### src/rtl/instr_encoder_if.sv
// Request channel into the instruction encoder: mnemonic plus operand fields over valid/ready.
// The source (master) holds every field stable while in_valid is high and in_ready is low.
interface instr_encoder_if;
    logic        in_valid;
    logic        in_ready;
    logic [3:0]  mnem;
    logic [4:0]  rs;
    logic [4:0]  rt;
    logic [4:0]  rd;
    logic [15:0] imm;
    logic [25:0] target;

    modport master (
        output in_valid, mnem, rs, rt, rd, imm, target,
        input  in_ready
    );

    modport slave (
        input  in_valid, mnem, rs, rt, rd, imm, target,
        output in_ready
    );
endinterface

### src/rtl/instr_encoder.sv
// MIPS instruction encoder/loader: encodes one request per cycle and writes it to imem at consecutive addresses.
// Latency 1 cycle from transfer to imem_we; in_ready depends only on state and start, never on in_valid.
module instr_encoder #(
    parameter int AW = 8
) (
    input  logic              clk,
    input  logic              rst,
    input  logic              start,
    input  logic              stop,
    input  logic [AW-1:0]     base,
    instr_encoder_if.slave    req,
    output logic              imem_we,
    output logic [AW-1:0]     imem_addr,
    output logic [31:0]       imem_wdata,
    output logic [AW:0]       count,
    output logic              full,
    output logic              err
);

    typedef enum logic [1:0] {
        IDLE = 2'd0,
        LOAD = 2'd1,
        FULL = 2'd2
    } state_t;

    state_t          state_q, state_d;
    logic [AW-1:0]   ptr_q, ptr_d;
    logic [AW:0]     count_q, count_d;
    logic            err_q, err_d;
    logic            we_q, we_d;
    logic [AW-1:0]   addr_q, addr_d;
    logic [31:0]     wdata_q, wdata_d;

    logic            xfer;
    logic            legal;
    logic [31:0]     word;

    // Combinational encode of the presented request; legal is low for mnemonics 13-15.
    always_comb begin
        word  = 32'd0;
        legal = 1'b1;
        case (req.mnem)
            4'd0:    word = {6'b000000, req.rs, req.rt, req.rd, 5'b0, 6'b100000};
            4'd1:    word = {6'b000000, req.rs, req.rt, req.rd, 5'b0, 6'b100010};
            4'd2:    word = {6'b000000, req.rs, req.rt, req.rd, 5'b0, 6'b100100};
            4'd3:    word = {6'b000000, req.rs, req.rt, req.rd, 5'b0, 6'b100101};
            4'd4:    word = {6'b000000, req.rs, req.rt, req.rd, 5'b0, 6'b100110};
            4'd5:    word = {6'b000000, req.rs, req.rt, req.rd, 5'b0, 6'b101010};
            4'd6:    word = {6'b000000, req.rs, req.rt, req.rd, 5'b0, 6'b101011};
            4'd7:    word = {6'b100011, req.rs, req.rt, req.imm};
            4'd8:    word = {6'b101011, req.rs, req.rt, req.imm};
            4'd9:    word = {6'b001000, req.rs, req.rt, req.imm};
            4'd10:   word = {6'b000100, req.rs, req.rt, req.imm};
            4'd11:   word = {6'b000101, req.rs, req.rt, req.imm};
            4'd12:   word = {6'b000010, req.target};
            default: legal = 1'b0;
        endcase
    end

    assign req.in_ready = (state_q == LOAD) && !start;
    assign xfer         = req.in_valid && req.in_ready;

    always_comb begin
        state_d = state_q;
        ptr_d   = ptr_q;
        count_d = count_q;
        err_d   = err_q;
        we_d    = 1'b0;
        addr_d  = addr_q;
        wdata_d = wdata_q;

        if (xfer) begin
            if (legal) begin
                we_d    = 1'b1;
                addr_d  = ptr_q;
                wdata_d = word;
                ptr_d   = ptr_q + 1'b1;
                count_d = count_q + 1'b1;
                if (ptr_q == {AW{1'b1}}) begin
                    state_d = FULL;
                end
            end else begin
                err_d = 1'b1;
            end
        end

        // start outranks stop; a write captured earlier this cycle is unaffected by either.
        if (start) begin
            state_d = LOAD;
            ptr_d   = base;
            count_d = '0;
            err_d   = 1'b0;
        end else if (stop && state_q != IDLE) begin
            state_d = IDLE;
        end
    end

    always_ff @(posedge clk) begin
        if (rst) begin
            state_q <= IDLE;
            ptr_q   <= '0;
            count_q <= '0;
            err_q   <= 1'b0;
            we_q    <= 1'b0;
            addr_q  <= '0;
            wdata_q <= '0;
        end else begin
            state_q <= state_d;
            ptr_q   <= ptr_d;
            count_q <= count_d;
            err_q   <= err_d;
            we_q    <= we_d;
            addr_q  <= addr_d;
            wdata_q <= wdata_d;
        end
    end

    assign imem_we    = we_q;
    assign imem_addr  = addr_q;
    assign imem_wdata = wdata_q;
    assign count      = count_q;
    assign full       = (state_q == FULL);
    assign err        = err_q;

endmodule

### src/flat_wrapper.sv
// flat-port wrapper written by rule: the top's interface ports become plain ports
module instr_encoder_flat 
#(
    parameter int AW = 8
)
  (clk, rst, start, stop, base, imem_we, imem_addr, imem_wdata, count, full, err, req_in_valid, req_mnem, req_rs, req_rt, req_rd, req_imm, req_target, req_in_ready);
  instr_encoder_if req_i ();
  input  logic clk;
  input  logic rst;
  input  logic start;
  input  logic stop;
  input  logic [AW-1:0] base;
  output logic imem_we;
  output logic [AW-1:0] imem_addr;
  output logic [31:0] imem_wdata;
  output logic [AW:0] count;
  output logic full;
  output logic err;
  input wire logic [$bits(req_i.in_valid)-1:0] req_in_valid;
  input wire logic [$bits(req_i.mnem)-1:0] req_mnem;
  input wire logic [$bits(req_i.rs)-1:0] req_rs;
  input wire logic [$bits(req_i.rt)-1:0] req_rt;
  input wire logic [$bits(req_i.rd)-1:0] req_rd;
  input wire logic [$bits(req_i.imm)-1:0] req_imm;
  input wire logic [$bits(req_i.target)-1:0] req_target;
  output wire logic [$bits(req_i.in_ready)-1:0] req_in_ready;
  assign req_i.in_valid = req_in_valid;
  assign req_i.mnem = req_mnem;
  assign req_i.rs = req_rs;
  assign req_i.rt = req_rt;
  assign req_i.rd = req_rd;
  assign req_i.imm = req_imm;
  assign req_i.target = req_target;
  assign req_in_ready = req_i.in_ready;
  instr_encoder #(.AW(AW)) u_core (.clk(clk), .rst(rst), .start(start), .stop(stop), .base(base), .req(req_i), .imem_we(imem_we), .imem_addr(imem_addr), .imem_wdata(imem_wdata), .count(count), .full(full), .err(err));
endmodule
### config.mk
export PLATFORM = sky130hd
export DESIGN_NAME = instr_encoder_flat
export DESIGN_NICKNAME = d
export VERILOG_FILES = /design/src/rtl/instr_encoder_if.sv /design/src/rtl/instr_encoder.sv /design/src/flat_wrapper.sv
export SDC_FILE = /design/constraint.sdc
export NUM_CORES = 1
export LEC_CHECK = 0
export CAP_MARGIN = 20
export CORE_MARGIN = 2
export CORE_UTILIZATION = 41
export DETAILED_ROUTE_END_ITERATION = 6
export PLACE_DENSITY = 0.81
export SKIP_LAST_GASP = 1
export SLEW_MARGIN = 20
export SYNTH_ARGS = -nofsm -noshare
export SYNTH_HDL_FRONTEND = slang
export SYNTH_SLANG_ARGS = --single-unit
### constraint.sdc
create_clock -name clk -period 4 [get_ports clk]
set_input_delay 0.8 -clock clk [delete_from_list [all_inputs] [get_ports clk]]
set_output_delay 0.8 -clock clk [all_outputs]
set_load 0.005 [all_outputs]
==> results.sh, run 1 <==
export IMPL_synth_ff_type="dfxtp_1"
export IMPL_grt_overflow_total=0
export IMPL_postSynthAreaPerCell_sq_um=8.20
export IMPL_numPortBuffers=125
export IMPL_initial_core_util_pct=42.8
export IMPL_hold_class="flop to flop"
export IMPL_cts_setup_buffers=0
export IMPL_synth_nets=435
export IMPL_insertedDiodeCount=0
export IMPL_vdd_drop_max_uv=216
export IMPL_core_area_sq_um=6870
export IMPL_p_per_area_nw_per_um2=332
export IMPL_path_max_fanout=16
export IMPL_cp_cell_sequence="clkdlybuf4s50_1, nor3b_1, clkdlybuf4s50_1"
export IMPL_rows=30
export IMPL_pin_count=127
export IMPL_grt_use_total_pct=23.1
export IMPL_seq_area_frac_synth_pct=40.8
export IMPL_power_internal_mw=1.13
export IMPL_crit_arrival_ns=2.28
export IMPL_cts_resized_gates=0
export IMPL_finalCriticalPeriod_ns=3.08
export IMPL_swShare_pct=23.7
export IMPL_viasPerCell=5.61
export IMPL_ys_types=53
export IMPL_comb_power_share_pct=15.0
export IMPL_wl_per_cell_um=16.0
export IMPL_ant_nets=0
export IMPL_max_freq_mhz=324
export IMPL_setup_violations_final=0
export IMPL_synth_area_leaders="dfxtp_1, nor2_1, a211oi_1"
export IMPL_crit_top_cell="clkdlybuf4s50_1"
export IMPL_die_h_um=88.7
export IMPL_clk_pin_slew_ns=0.07
export IMPL_die_x_um=88.7
export IMPL_tightest_slew_ns=1.01
export IMPL_reg2reg_depth=5
export IMPL_cts_sinks=60
export IMPL_die_area_sq_um=7870
export IMPL_p_leak_nw=1.56
export IMPL_drt_iter0_markers=198
export IMPL_synth_top_area_share_pct=40.8
export IMPL_drv_cap=0
export IMPL_holdPathStages=2
export IMPL_clock_skew_ns=0.00703
export IMPL_p_switching_mw=0.351
export IMPL_firstDrtPassIters=4
export IMPL_timing_setup_tns_ns=0
export IMPL_wirelength_mm=9.10
export IMPL_synthCells=359
export IMPL_drc=0
export IMPL_postCtsHoldBufs=0
export IMPL_root_buffer="clkbuf_8"
export IMPL_finalCritPeriodShare_pct=77.1
export IMPL_synth_most_common_cell="dfxtp_1"
export IMPL_synth_edf_count=0
export IMPL_cts_tree="done"
export IMPL_grt_max_degree=54
export IMPL_grt_antenna_before_repair=0
export IMPL_rsz0062_at_grt="false"
export IMPL_yosysWarnings=0
export IMPL_drv_slew=0
export IMPL_endpoint_kind="output pin"
export IMPL_path_class="input pin to output pin"
export IMPL_cts_buffer_depth=2
export IMPL_ys_top_cells_by_count="dfxtp_1, nor2_1, nand2_1, a21oi_1"
export IMPL_syn_to_final_growth_pct=51.5
export IMPL_whs_ns=0.454
export IMPL_max_slew_margin_rel_pct=32.8
export IMPL_synth_top_area_cell="dfxtp_1"
export IMPL_hold_viol=0
export IMPL_setup_worst_path_start_class="input pin"
export IMPL_cp_slowest_cell="clkdlybuf4s50_1"
export IMPL_grt_pass1_wl_mm=14.3
export IMPL_htreeDepth=3
export IMPL_dpl_hpwl_mm=6.33
export IMPL_routabilityCongestion=0.827
export IMPL_netlist_area_sq_um=2940
export IMPL_seq_power_share_pct=42.6
export IMPL_clkPwrFrac_pct=42.4
export IMPL_layout_drive_gt1_share_pct=6.12
export IMPL_synth_seq_cells=60
export IMPL_cts_inserted_buffers=9
export IMPL_grt_pass1_vias=3043
export IMPL_insertion_delay_ns=0.33
export IMPL_synthArstFlopShare_pct=0
export IMPL_nets=545
export IMPL_status="complete, no violations"
export IMPL_vias=3195
export IMPL_worstPathRequired_ns=3.20
export IMPL_critPathMaxStageDelay_ns=0.66
-- layout make-up --
class | instances | area [sq um]
fillers | 606 | 2410
multi-input cells | 258 | 1570
repair buffers | 134 | 1310
flip-flops and latches | 60 | 1200
clock buffers | 13 | 159
well taps | 96 | 120
clock inverters | 3 | 68.8
inverters | 6 | 22.5
-- worst paths after layout --
path | from | endpoint | slack, ns
setup / recovery | start | req_in_ready | 0.92
hold / removal | u_core.imem_addr[5]$_SDFFE_PP0P_ | u_core.imem_addr[5]$_SDFFE_PP0P_ | 0.45
setup reg to reg | u_core.state_q[1]$_SDFFE_PP0P_ | u_core.imem_wdata[17]$_SDFFE_PP0P_ | 1.89
hold reg to reg | u_core.imem_addr[5]$_SDFFE_PP0P_ | u_core.imem_addr[5]$_SDFFE_PP0P_ | 0.45
-- metrics by stage --
step	setup slack [ns]	cells	area, sq um	total power, mW	util, %
3_3_place_gp	0.752	554	4230	0.859	61.6
4_1_cts	0.933	570	4460	1.48	64.9
2_1_floorplan	1.96	359	2940	0.739	-
5_1_grt	0.657	570	4460	1.53	64.9
6_report	0.916	570	4460	1.48	64.9
3_5_place_dp	0.617	554	4230	0.864	61.6
-- logic make-up after synthesis --
group	after synthesis	share of synthesized area, %
compound gates	107	25.4
xor+xnor	5	1.49
fa+ha+maj	4	1.53
buf+inv	41	5.95
flops	60	40.8
mux	6	2.08
other cells	1	0.127
simple gates	135	22.6
-- worst max-delay path, delay by kind of cell --
family / cells / cell delay (ns)
buf+inv: 2 / 1.19
simple gates: 1 / 0.28
-- power groups by stage --
| stage | Sequential (mW) | Combinational (mW) | Clock, mW |
|---|---|---|---|
| 3_5_place_dp | 0.644 | 0.220 | 0 |
| 3_3_place_gp | 0.643 | 0.216 | 0 |
| 6_report | 0.631 | 0.222 | 0.629 |
| 2_1_floorplan | 0.642 | 0.0966 | 0 |
| 5_1_grt | 0.633 | 0.241 | 0.661 |
| 4_1_cts | 0.630 | 0.222 | 0.632 |
-- layer usage --
layer,global-route usage [%],part of all wire [%],vias up
li1,-,-,1541
met1,28.4,42,1503
met2,38.9,49,134
met3,5.60,7.1,17
met4,8.82,1.9,0
met5,0,0,-
-- cells in the final DEF (no fill, tap or decap), types with 5 or more instances in the layout --
master,netlist,final
a21oi_1,28,28
a32o_1,5,5
inv_1,6,6
dfxtp_1,60,60
a221oi_1,14,14
mux2i_1,5,5
a211oi_1,20,20
clkbuf_8,0,11
clkdlybuf4s50_1,0,124
nor2_1,41,40
o22ai_1,12,12
nor3_1,12,12
buf_4,2,9
nand2_1,34,34
nand3_1,9,9
nor4_1,5,5
or2_1,6,6
-- sequential cells by signal, indices dropped and copies added, names as in the netlist --
register           flops
u_core.ptr_q           8
u_core.err             1
u_core.count           9
u_core.imem_wdata     31
u_core.state_q         2
u_core.imem_we         1
u_core.imem_addr       8
Note: power is estimated with default switching activity, not from simulation.
==> inputs of run 2 (changes only) <==
==> constraint.sdc (replaced) <==
create_clock -name clk -period 2.95 [get_ports clk]
set_input_delay 0.59 -clock clk [delete_from_list [all_inputs] [get_ports clk]]
set_output_delay 0.59 -clock clk [all_outputs]
set_load 0.005 [all_outputs]
==> run 2 against run 1 <==
Wire length increased by 0.51%. Critical path type unchanged. Sequential share of layout area increased by 0.061 points. Global-route usage shrank 0.059 points. Sequential cell count unchanged. First-iteration DRC count down 21%. Sequential power rose by 36%. Final cell count grew 0.88%. Register-to-register slack got worse by 0.85 ns. Final area decreased by 0.22%.
==> results.sh, run 2 (same netlist as run 1, synthesis figures left out) <==
export IMPL_status="complete, no violations"
export IMPL_dpl_hpwl_mm=6.61
export IMPL_final_common_cell="clkdlybuf4s50_1"
export IMPL_hold_viol=0
export IMPL_vias=3208
export IMPL_setup_violations_final=0
export IMPL_clock_skew_ns=0.00703
export IMPL_path_max_fanout=3
export IMPL_cts_inserted_buffers=9
export IMPL_grt_use_total_pct=23.0
export IMPL_dpl_cell_count=562
export IMPL_hold_class="flop to flop"
export IMPL_syn_to_final_growth_pct=51.2
export IMPL_p_per_area_nw_per_um2=394
export IMPL_final_cell_mix="clkdlybuf4s50_1, dfxtp_1, nor2_1, nand2_1, a21oi_1"
export IMPL_drv_slew=0
export IMPL_setup_worst_path_start_class="input pin"
export IMPL_max_freq_mhz=427
export IMPL_path_class="input pin to output pin"
export IMPL_layout_drive_gt1_share_pct=7.31
export IMPL_drc=0
export IMPL_placed_area_sq_um=4300
export IMPL_worstPathRequired_ns=2.36
export IMPL_rows=30
export IMPL_grt_pass1_vias=3116
export IMPL_vdd_drop_max_uv=336
export IMPL_cts_setup_buffers=0
export IMPL_endpoint_kind="output pin"
export IMPL_drt_iter0_markers=156
export IMPL_nets=553
export IMPL_routabilityCongestion=0.884
export IMPL_worst_setup_path_endpoint="req_in_ready"
export IMPL_finalCritPeriodShare_pct=79.3
export IMPL_pin_count=127
export IMPL_max_slew_margin_rel_pct=63.7
export IMPL_grt_antenna_before_repair=0
export IMPL_finalCriticalPeriod_ns=2.34
export IMPL_fin_cells=575
export IMPL_grt_overflow_total=0
export IMPL_htreeDepth=3
export IMPL_viasPerCell=5.58
export IMPL_timing_setup_tns_ns=0
export IMPL_p_leak_nw=1.57
export IMPL_postCtsHoldBufs=0
export IMPL_crit_path_start="start"
export IMPL_initial_core_util_pct=42.8
export IMPL_timing_rr_start="u_core.state_q[0]$_SDFFE_PP0P_"
export IMPL_grt_max_degree=53
export IMPL_clk_pin_slew_ns=0.06
export IMPL_firstDrtPassIters=5
export IMPL_numPortBuffers=125
export IMPL_cts_buffer_depth=2
export IMPL_reg2reg_depth=4
export IMPL_largest_reg_flops=31
export IMPL_root_buffer="clkbuf_8"
export IMPL_die_x_um=88.7
export IMPL_crit_arrival_ns=1.75
export IMPL_insertedDiodeCount=0
export IMPL_design_area_sq_um=4450
export IMPL_rsz0062_at_grt="false"
export IMPL_wirelength_mm=9.14
export IMPL_wl_per_cell_um=15.9
export IMPL_worstReg2RegEnd="u_core.ptr_q[7]$_SDFFE_PP0P_"
export IMPL_insertion_delay_ns=0.33
export IMPL_die_h_um=88.7
export IMPL_grt_pass1_wl_mm=14.3
export IMPL_tightest_slew_ns=0.544
export IMPL_reg2reg_slack_ns=1.04
export IMPL_finalPower_mw=1.75
export IMPL_cts_sinks=60
export IMPL_ant_nets=0
export IMPL_drv_cap=0
export IMPL_cts_tree="done"
export IMPL_holdPathStages=2
export IMPL_core_area_sq_um=6870
export IMPL_die_area_sq_um=7870
export IMPL_cts_resized_gates=0
[run 2: power breakdown]
group	switching (mW)	total (mW)	internal, mW
registers	0.0201	0.856	0.836
clock network	0.299	0.587	0.287
logic	0.130	0.310	0.181
[run 2: worst min-delay path by stage]
stage / start / end / slack, ns
2_1_floorplan: u_core.imem_wdata[28]$_SDFFE_PP0P_ / u_core.imem_wdata[28]$_SDFFE_PP0P_ / 0.45
3_3_place_gp: u_core.imem_addr[6]$_SDFFE_PP0P_ / u_core.imem_addr[6]$_SDFFE_PP0P_ / 0.45
3_5_place_dp: u_core.imem_addr[3]$_SDFFE_PP0P_ / u_core.imem_addr[3]$_SDFFE_PP0P_ / 0.45
4_1_cts: u_core.imem_addr[3]$_SDFFE_PP0P_ / u_core.imem_addr[3]$_SDFFE_PP0P_ / 0.46
5_1_grt: u_core.imem_addr[6]$_SDFFE_PP0P_ / u_core.imem_addr[6]$_SDFFE_PP0P_ / 0.48
6_report: u_core.imem_addr[3]$_SDFFE_PP0P_ / u_core.imem_addr[3]$_SDFFE_PP0P_ / 0.46
[run 2: final cells by class]
| class | instances | area [sq um] |
|---|---|---|
| fill | 597 | 2420 |
| clock inverter | 3 | 17.5 |
| inverter | 6 | 22.5 |
| clock buffer | 10 | 128 |
| tap | 96 | 120 |
| multi-input combinational | 258 | 1570 |
| timing repair buffer | 142 | 1390 |
| sequential | 60 | 1200 |
[run 2: routing by layer]
| layer | track usage (%) | vias to the layer above | wire (um) |
|---|---|---|---|
| met5 | 0 | - | 0 |
| met1 | 26.6 | 1507 | 3800 |
| met2 | 41.2 | 139 | 4520 |
| li1 | - | 1556 | - |
| met4 | 5.51 | 0 | 78 |
| met3 | 7.28 | 6 | 741 |
[run 2: per-stage QoR]
stage,utilization [%],hold slack (ns),setup WS [ns]
2_1_floorplan,-,0.448,1.12
6_report,64.8,0.457,0.611
5_1_grt,64.8,0.484,0.499
4_1_cts,64.8,0.462,0.590
3_5_place_dp,62.7,0.453,0.348
3_3_place_gp,62.7,0.449,0.392
[run 2: critical path: stages]
cell and delay (ns):
clkdlybuf4s50_1 0.44, nor3b_1 0.19, clkdlybuf4s50_1 0.53
